### src/rtl/trim_sar_cal_if.sv
`default_nettype none
// ============================================================================
// Module      : trim_sar_cal_if
// Description : Control, comparator and trim bundle between the SAR trim
//               calibration controller and its surroundings.
// Revision    : 1.0 - initial release
// ============================================================================
interface trim_sar_cal_if #(
    parameter int TRIM_W = 5
);
    logic              start;
    logic              abort;
    logic              comp_out;
    logic              trim_ovr_en;
    logic [TRIM_W-1:0] trim_ovr;
    logic              div_en;
    logic              comp_en;
    logic [TRIM_W-1:0] trim;
    logic              busy;
    logic              done;

    // Environment side: requests, comparator decision and override in.
    modport master (
        output start, abort, comp_out, trim_ovr_en, trim_ovr,
        input  div_en, comp_en, trim, busy, done
    );

    // Controller side.
    modport slave (
        input  start, abort, comp_out, trim_ovr_en, trim_ovr,
        output div_en, comp_en, trim, busy, done
    );
endinterface
`default_nettype wire

### src/rtl/trim_sar_cal.sv
`default_nettype none
// ============================================================================
// Module      : trim_sar_cal
// Description : Successive-approximation calibration of the resistor-divider
//               trim code. Enables divider and comparator, then walks the
//               code MSB-first, settling after every trial and majority-voting
//               the synchronized comparator decision.
// Revision    : 1.0 - initial release
// ============================================================================
module trim_sar_cal #(
    parameter int                 TRIM_W      = 5,
    parameter logic [TRIM_W-1:0]  TRIM_DEF    = 5'b10000,
    parameter int                 SETTLE_CYC  = 16,
    parameter int                 SYNC_STAGES = 2,
    parameter int                 NSAMP       = 3,
    parameter logic               KEEP_VAL    = 1'b1
) (
    input  logic          clk,
    input  logic          rst,
    trim_sar_cal_if.slave bus
);

    localparam int                BW        = (TRIM_W > 1) ? $clog2(TRIM_W) : 1;
    localparam logic [BW-1:0]     TOP_IDX   = BW'(TRIM_W - 1);
    localparam logic [7:0]        SETTLE_LD = 8'(SETTLE_CYC);
    localparam logic [7:0]        NSAMP_LD  = 8'(NSAMP);
    localparam logic [2:0]        VOTE_MAX  = 3'(NSAMP);
    localparam logic [2:0]        VOTE_THR  = 3'((NSAMP + 1) / 2);
    localparam logic [TRIM_W-1:0] ONE       = {{(TRIM_W-1){1'b0}}, 1'b1};

    typedef enum logic [2:0] {
        S_IDLE    = 3'd0,
        S_ENABLE  = 3'd1,
        S_SET_BIT = 3'd2,
        S_SETTLE  = 3'd3,
        S_SAMPLE  = 3'd4,
        S_DECIDE  = 3'd5,
        S_DONE    = 3'd6
    } state_t;

    state_t              r_state, w_state_nxt;
    logic [7:0]          r_cnt, w_cnt_nxt;
    logic [BW-1:0]       r_bit, w_bit_nxt;
    logic [2:0]          r_votes, w_votes_nxt;
    logic [TRIM_W-1:0]   r_trim, w_trim_nxt;
    logic                r_busy, w_busy_nxt;
    logic                r_done, w_done_nxt;
    logic                r_div_en, w_div_en_nxt;
    logic                r_comp_en, w_comp_en_nxt;
    logic [SYNC_STAGES-1:0] r_sync;
    logic                w_cs;
    logic [TRIM_W-1:0]   w_bit_mask;

    assign w_cs       = r_sync[SYNC_STAGES-1];
    assign w_bit_mask = ONE << r_bit;

    // Bring the asynchronous comparator decision into the clk domain.
    always_ff @(posedge clk or posedge rst) begin
        if (rst) begin
            r_sync <= '0;
        end else begin
            r_sync <= {r_sync[SYNC_STAGES-2:0], bus.comp_out};
        end
    end

    // State and datapath registers; reset discards any partial code.
    always_ff @(posedge clk or posedge rst) begin
        if (rst) begin
            r_state   <= S_IDLE;
            r_cnt     <= '0;
            r_bit     <= '0;
            r_votes   <= '0;
            r_trim    <= TRIM_DEF;
            r_busy    <= 1'b0;
            r_done    <= 1'b0;
            r_div_en  <= 1'b0;
            r_comp_en <= 1'b0;
        end else begin
            r_state   <= w_state_nxt;
            r_cnt     <= w_cnt_nxt;
            r_bit     <= w_bit_nxt;
            r_votes   <= w_votes_nxt;
            r_trim    <= w_trim_nxt;
            r_busy    <= w_busy_nxt;
            r_done    <= w_done_nxt;
            r_div_en  <= w_div_en_nxt;
            r_comp_en <= w_comp_en_nxt;
        end
    end

    // Next-state and next-output logic; abort outranks everything else.
    always_comb begin
        w_state_nxt   = r_state;
        w_cnt_nxt     = r_cnt;
        w_bit_nxt     = r_bit;
        w_votes_nxt   = r_votes;
        w_trim_nxt    = r_trim;
        w_busy_nxt    = r_busy;
        w_done_nxt    = r_done;
        w_div_en_nxt  = r_div_en;
        w_comp_en_nxt = r_comp_en;

        if (bus.abort) begin
            // In IDLE an abort simply suppresses a simultaneous start.
            if (r_state != S_IDLE) begin
                w_state_nxt   = S_IDLE;
                w_trim_nxt    = TRIM_DEF;
                w_busy_nxt    = 1'b0;
                w_done_nxt    = 1'b0;
                w_div_en_nxt  = 1'b0;
                w_comp_en_nxt = 1'b0;
            end
        end else begin
            case (r_state)
                S_IDLE, S_DONE: begin
                    if (bus.start) begin
                        w_state_nxt   = S_ENABLE;
                        w_trim_nxt    = '0;
                        w_busy_nxt    = 1'b1;
                        w_done_nxt    = 1'b0;
                        w_div_en_nxt  = 1'b1;
                        w_comp_en_nxt = 1'b1;
                        w_bit_nxt     = TOP_IDX;
                        w_cnt_nxt     = SETTLE_LD;
                    end
                end
                S_ENABLE: begin
                    w_cnt_nxt = r_cnt - 8'd1;
                    if (r_cnt == 8'd1) begin
                        w_state_nxt = S_SET_BIT;
                    end
                end
                S_SET_BIT: begin
                    w_trim_nxt  = r_trim | w_bit_mask;
                    w_cnt_nxt   = SETTLE_LD;
                    w_state_nxt = S_SETTLE;
                end
                S_SETTLE: begin
                    w_cnt_nxt = r_cnt - 8'd1;
                    if (r_cnt == 8'd1) begin
                        w_votes_nxt = '0;
                        w_cnt_nxt   = NSAMP_LD;
                        w_state_nxt = S_SAMPLE;
                    end
                end
                S_SAMPLE: begin
                    if ((w_cs == KEEP_VAL) && (r_votes < VOTE_MAX)) begin
                        w_votes_nxt = r_votes + 3'd1;
                    end
                    w_cnt_nxt = r_cnt - 8'd1;
                    if (r_cnt == 8'd1) begin
                        w_state_nxt = S_DECIDE;
                    end
                end
                S_DECIDE: begin
                    if (r_votes < VOTE_THR) begin
                        w_trim_nxt = r_trim & ~w_bit_mask;
                    end
                    if (r_bit == '0) begin
                        w_state_nxt   = S_DONE;
                        w_busy_nxt    = 1'b0;
                        w_done_nxt    = 1'b1;
                        w_comp_en_nxt = 1'b0;
                    end else begin
                        w_bit_nxt   = r_bit - 1'b1;
                        w_state_nxt = S_SET_BIT;
                    end
                end
                default: begin
                    w_state_nxt = S_IDLE;
                end
            endcase
        end
    end

    // The override only steers the output mux, never the calibration itself.
    assign bus.trim    = bus.trim_ovr_en ? bus.trim_ovr : r_trim;
    assign bus.busy    = r_busy;
    assign bus.done    = r_done;
    assign bus.div_en  = r_div_en;
    assign bus.comp_en = r_comp_en;

endmodule
`default_nettype wire
### src/flat_wrapper.sv
// flat-port wrapper written by rule: the top's interface ports become plain ports
module trim_sar_cal_flat 
#(
    parameter int                 TRIM_W      = 5,
    parameter logic [TRIM_W-1:0]  TRIM_DEF    = 5'b10000,
    parameter int                 SETTLE_CYC  = 16,
    parameter int                 SYNC_STAGES = 2,
    parameter int                 NSAMP       = 3,
    parameter logic               KEEP_VAL    = 1'b1
)
  (clk, rst, bus_start, bus_abort, bus_comp_out, bus_trim_ovr_en, bus_trim_ovr, bus_div_en, bus_comp_en, bus_trim, bus_busy, bus_done);
  trim_sar_cal_if #(.TRIM_W(TRIM_W)) bus_i ();
  input  logic clk;
  input  logic rst;
  input wire logic [$bits(bus_i.start)-1:0] bus_start;
  input wire logic [$bits(bus_i.abort)-1:0] bus_abort;
  input wire logic [$bits(bus_i.comp_out)-1:0] bus_comp_out;
  input wire logic [$bits(bus_i.trim_ovr_en)-1:0] bus_trim_ovr_en;
  input wire logic [$bits(bus_i.trim_ovr)-1:0] bus_trim_ovr;
  output wire logic [$bits(bus_i.div_en)-1:0] bus_div_en;
  output wire logic [$bits(bus_i.comp_en)-1:0] bus_comp_en;
  output wire logic [$bits(bus_i.trim)-1:0] bus_trim;
  output wire logic [$bits(bus_i.busy)-1:0] bus_busy;
  output wire logic [$bits(bus_i.done)-1:0] bus_done;
  assign bus_i.start = bus_start;
  assign bus_i.abort = bus_abort;
  assign bus_i.comp_out = bus_comp_out;
  assign bus_i.trim_ovr_en = bus_trim_ovr_en;
  assign bus_i.trim_ovr = bus_trim_ovr;
  assign bus_div_en = bus_i.div_en;
  assign bus_comp_en = bus_i.comp_en;
  assign bus_trim = bus_i.trim;
  assign bus_busy = bus_i.busy;
  assign bus_done = bus_i.done;
  trim_sar_cal #(.TRIM_W(TRIM_W), .TRIM_DEF(TRIM_DEF), .SETTLE_CYC(SETTLE_CYC), .SYNC_STAGES(SYNC_STAGES), .NSAMP(NSAMP), .KEEP_VAL(KEEP_VAL)) u_core (.clk(clk), .rst(rst), .bus(bus_i));
endmodule
### config.mk
export PLATFORM = sky130hd
export DESIGN_NAME = trim_sar_cal_flat
export DESIGN_NICKNAME = d
export VERILOG_FILES = /design/src/rtl/trim_sar_cal_if.sv /design/src/rtl/trim_sar_cal.sv /design/src/flat_wrapper.sv
export SDC_FILE = /design/constraint.sdc
export NUM_CORES = 1
export LEC_CHECK = 0
export BUFFER_PORTS_ARGS = -buffer_cell sky130_fd_sc_hd__buf_2
export CAP_MARGIN = 20
export CORE_AREA = 2 2 62 64
export DETAILED_ROUTE_END_ITERATION = 7
export DIE_AREA = 0 0 64 66
export GPL_TIMING_DRIVEN = 0
export PLACE_DENSITY = 0.72
export SETUP_SLACK_MARGIN = 0.1
export SYNTH_ARGS = -nofsm -noshare
export SYNTH_HDL_FRONTEND = slang
export SYNTH_SLANG_ARGS = --single-unit
### constraint.sdc
create_clock -name clk -period 3.95 [get_ports clk]
set_clock_uncertainty 0.05 [all_clocks]
set_input_delay 0.79 -clock clk [delete_from_list [all_inputs] [get_ports clk]]
set_output_delay 0.79 -clock clk [all_outputs]
set_load 0.01 [all_outputs]
After elaboration in Yosys (flattened, before gate mapping)
Cells that the tools add are included.
W data, S select, Z words.
{"block": "op_classes", "muxes": 34, "n_addsub": 3, "reduce_logical": 20, "order_cmp": 2, "n_shift": 1, "n_eq_ne": 18, "bitwise": 4}
{"op": "$mux W3", "n": 11}
{"op": "$pmux W8 S4", "n": 1}
{"op": "$mux W5", "n": 5}
{"op": "$pmux W3 S6", "n": 1}
{"op": "$mux W8", "n": 2}
{"op": "$reduce_and A4 Y1", "n": 4}
{"op": "$ne A3 B2 Y1 const B", "n": 5}
{"op": "$pmux W5 S3", "n": 1}
{"op": "$pmux W3 S2", "n": 2}
{"op": "$eq A3 B3 Y1 const B", "n": 3}
{"op": "$mux W1", "n": 9}
{"op": "$eq A8 B1 Y1 const B", "n": 1}
{"op": "$reduce_bool A2 Y1", "n": 4}
{"op": "$reduce_bool A4 Y1", "n": 2}
{"op": "$sub A8 B1 Y8 const B", "n": 1}
{"op": "$eq A3 B2 Y1 const B", "n": 2}
{"op": "$logic_not A3 Y1", "n": 2}
{"op": "$lt A3 B2 Y1 const B", "n": 2}
{"op": "$ne A2 B1 Y1 const B", "n": 3}
{"op": "$reduce_and A3 Y1", "n": 2}
{"op": "$reduce_bool A3 Y1", "n": 2}
{"op": "$and A5 B5 Y5", "n": 1}
{"op": "$not A5 Y5", "n": 1}
{"op": "$or A5 B5 Y5", "n": 1}
{"op": "11 further kinds", "n": 14}
{"block": "word_totals", "out_inout_bits": 9, "in_bits": 11, "reg_bits": 27}

Depth between registers and ports, before layout
{"block": "depth", "depth_word": 6, "ltp_mapped": 7}

Worst setup path after synthesis
No wires, ideal clock.
{"block": "synth_timing", "path_type": "input to output", "start": "in bus_trim_ovr_en", "end": "out bus_trim[4]", "path_slack_ns": 1.721, "arrival_time_ns": 1.389, "t_required_ns": 3.110, "cell_stages": 2, "path_cell_list": "clkbuf_1 mux2_2"}
{"block": "synth_via", "elab_chain_cells": 1}
{"element": "start, declared", "line_no": "flat_wrapper.sv:18", "rtl": "input wire logic [$bits(bus_i.trim_ovr_en)-1:0] bus_trim_ovr_en;"}
{"element": "$mux W5", "line_no": "trim_sar_cal.sv:177", "rtl": "assign bus.trim = bus.trim_ovr_en ? bus.trim_ovr : r_trim;"}
{"element": "end, declared", "line_no": "flat_wrapper.sv:22", "rtl": "output wire logic [$bits(bus_i.trim)-1:0] bus_trim;"}
No other way between the ends.

Final worst setup path
Same ends and word-level chain as after synthesis.

==> out/qor.csv <==
stage,metric,value,unit
synth,synth_top_family_by_area,simple AND/OR/NAND/NOR gates,
cts,cts_tree,done,
place,port_buffers,18,
floorplanning,dieArea,4220,µm²
power,p_leak,0.887,nW
global_routing,overflow,0,
cts,cts_buffers,3,
synth,synth_area_leaders,"dfrtp_1 (35%), ha_1 (5.5%), o21ai_0 (4.4%)",
global_routing,grt.total_usage,0.211,
finish,drive_above_1_share,0.165,
synth,netlist.area_leader.share,0.355,
synth,synthAdderAreaFrac,0.0546,
drt,ant_nets,0,
floorplanning,num_rows,22,
synth,ys_ff_latch,27,
floorplanning,pin_count,20,
sta,hold_viol_final,0,
synth,yosys.area_share.simple,0.254,
finish,fillCellCount,341,
sta,fin_crit_sh,0.603,
synth,mappedNetlistArea,1830,µm²
drt,num_vias,1609,
power,peakVddDrop,0.000210,V
floorplanning,die_y,66,µm
finish,final_nets,250,
sta,final.min_clock_period,2.38,ns
finish,antennaDiodeCount,0,
cts,clkLatencyLatePin,0.34,ns
drt,drc_errors,0,
synth,synthTopCellsByCount,"dfrtp_1 (26), o21ai_0 (16), inv_1 (14), nand2_1 (14), nor3_1 (11)",
finish,post_layout_nonfiller_instances,278,
finish,regArea,677,µm²
sta,fin_setup_tns,0,ns
sta,finalSetupViolCount,0,
sta,relSlewSlack,0.646,
finish,areaGrowthSynthToFinish,11.2,%
finish,utilization,0.574,
synth,synth_nets,226,
setup_path,cp_top_family,buffers and inverters,
synth,synth_mux_area_frac,0.0171,
setup_path,startpoint_type,input pin,
drt,drtPass1Iterations,4,
synth,async_flop_share,1.00,
outcome,status,"finished, final reports clean",
drt,dr.first_iter.drc_count,116,
cts,htree_levels,1,
global_routing,antenna_found_initial,0,
job,maxCapViolCount,0,
drt,via_per_inst,5.79,
floorplanning,initial_utilization,0.517,
setup_path,arrival,1.54,ns
synth,synth_most_common_cell,dfrtp_1,
global_routing,grt_pass1_vias,1552,
synth,synth_area_leader_cell,dfrtp_1,
setup_path,worstPathCellList,"clkbuf_1, mux2_2, buf_2",
setup_path,crit_path_end_kind,output port,
setup_path,slowest_stage,mux2_2,
cts,cts_sinks,27,
synth,syn_inst,207,
synth,synth.yosys.seq_area_share,0.369,
cts,cts_max_path_buffers,2,
global_routing,grt_first_pass_wirelength,7040,µm
synth,syn_avg_cell_area,8.86,µm²
cts,cts_resized,0,
setup_path,crit_type,input pin to output port,
power,pwr_density_cell,405,nW/µm²
place,placedCellCount,273,
synth,yosys.cell_types.count,56,
global_routing,grt_max_degree,28,
drt,routed_wl,3950,µm
place,dp_hpwl,2840,µm
floorplanning,core,3550,µm²
synth,synth_ff_type,dfrtp_1,
sta,drv_slew,0,
synth,synth_xor_area_frac,0,
synth,synth-edff-count,0,
floorplanning,die_x,64,µm
drt,avgRoutedWirePerCell,14.2,µm
setup_path,critPathMaxFanout,9,
cts,clkSlewWorstSetupHoldPaths,0.15,ns
cts,cts_hold_buf,0,
synth,synth-warning-count,0,
place,gp_congestion,0.863,
cts,cts_setup_buffers,0,
setup_path,cp_slowest_stage_delay,0.37,ns
cts,root_buffer,clkbuf_4,
finish,multi_input_area,1030,µm²
setup_path,worstPathRequired,3.11,ns
synth,synth-compound-area-share,0.235,
sta,fmax,420,MHz
sta,rsz0062_at_grt,false,
worst_hold_path,hp-class,register to register,
sta,tightest_slew,0.532,ns
setup_path,path_buf_inv,2,
-- layout make-up --
| cell class | instances | share of cell area |
|---|---|---|
| plain buffers | 14 | 0.0380 |
| well taps | 48 | 0.0294 |
| inverters | 14 | 0.0258 |
| flip-flops and latches | 27 | 0.332 |
| clock inverters | 1 | 0.00245 |
| multi-input cells | 152 | 0.504 |
| clock buffers | 3 | 0.0110 |
| repair buffers | 19 | 0.0577 |
-- worst register-to-register path, cell delays in order (launching register included) --
cell     delay (ns)
dfrtp_1        0.47
inv_1          0.12
ha_1           0.14
nor4b_2        0.38
and3_1         0.22
buf_4          0.15
nor3_1         0.08
a221o_1        0.33
-- final timing paths --
path                                                  start  slack (ns)                      endpoint  depth (start not counted)
worst max-delay path                        bus_trim_ovr_en        1.57                   bus_trim[4]                          3
worst min register to register   u_core.r_sync[0]$_DFF_PP0_        0.32    u_core.r_sync[1]$_DFF_PP0_                          0
max in group asynchronous                               rst        3.02  u_core.r_trim[4]$_DFFE_PP1P_                          3
worst min-delay path             u_core.r_sync[0]$_DFF_PP0_        0.32    u_core.r_sync[1]$_DFF_PP0_                          0
worst max register to register  u_core.r_cnt[1]$_DFFE_PP0P_        1.92   u_core.r_cnt[5]$_DFFE_PP0P_                          7
min in group asynchronous                               rst        0.33    u_core.r_sync[1]$_DFF_PP0_                          2
-- layer usage --
| metal | vias up | share of wire | track usage |
|---|---|---|---|
| met5 | - | 0 | 0 |
| met4 | 0 | 0.014 | 0.0761 |
| met3 | 6 | 0.037 | 0.0256 |
| met2 | 42 | 0.46 | 0.354 |
| met1 | 743 | 0.49 | 0.280 |
| li1 | 818 | - | - |
-- logic make-up after synthesis --
group / count (synthesis)
buffers and inverters: 28
adders and majority gates: 8
and+or+nand+nor: 80
muxes: 3
DFF: 27
AOI/OAI and AO/OA: 61
-- registers in the layout, summed over array words and instances, names as in the netlist --
register            count
u_core.bus.comp_en      1
u_core.r_votes          3
u_core.bus.div_en       1
u_core.r_state          3
u_core.r_bit            3
u_core.r_cnt            8
u_core.r_trim           5
u_core.bus.done         1
u_core.r_sync           2
-- cells in the final DEF (no fill, tap or decap), types with 2 or more instances in the layout --
cell type / Yosys / final
a22o_1: 3 / 3
buf_2: 2 / 20
nor2_1: 10 / 10
dfrtp_1: 26 / 26
inv_1: 14 / 14
a211oi_1: 2 / 2
mux2i_1: 2 / 2
a21oi_1: 8 / 8
nand3b_1: 2 / 2
a221o_1: 3 / 3
or3b_2: 2 / 2
o21ai_0: 16 / 16
nand2b_1: 6 / 6
nor2b_1: 5 / 5
o31ai_1: 3 / 3
a211o_1: 2 / 2
o32a_1: 2 / 2
nand2_1: 14 / 14
nand3_1: 6 / 6
nor4_1: 5 / 5
clkbuf_4: 0 / 3
nor3b_1: 2 / 2
a31oi_1: 4 / 4
o22ai_1: 4 / 4
buf_6: 2 / 2
a22oi_1: 2 / 2
nor3_1: 11 / 11
nor4b_1: 3 / 3
o211a_1: 2 / 2
clkbuf_1: 7 / 7
and2_1: 2 / 2
ha_1: 8 / 8
buf_4: 2 / 2
or4_1: 2 / 2
-- power by group --
part	internal [mW]	switching, mW
clock network	0.0383	0.0897
registers	0.331	0.0716
logic	0.143	0.152
total	0.513	0.313
-- metrics by stage --
| stage | total power, mW | cell area (µm²) | hold WS [ns] | setup slack [ns] |
|---|---|---|---|---|
| finish | 0.826 | 2040 | 0.318 | 1.57 |
| floorplan | 0.622 | 1830 | 0.281 | 1.72 |
| global route | 0.898 | 2040 | 0.331 | 1.49 |
| detailed placement | 0.698 | 1980 | 0.286 | 1.56 |
| global placement | 0.691 | 1980 | 0.282 | 1.58 |
| CTS | 0.828 | 2010 | 0.321 | 1.56 |
No activity file was read; power rests on OpenSTA's default activity.
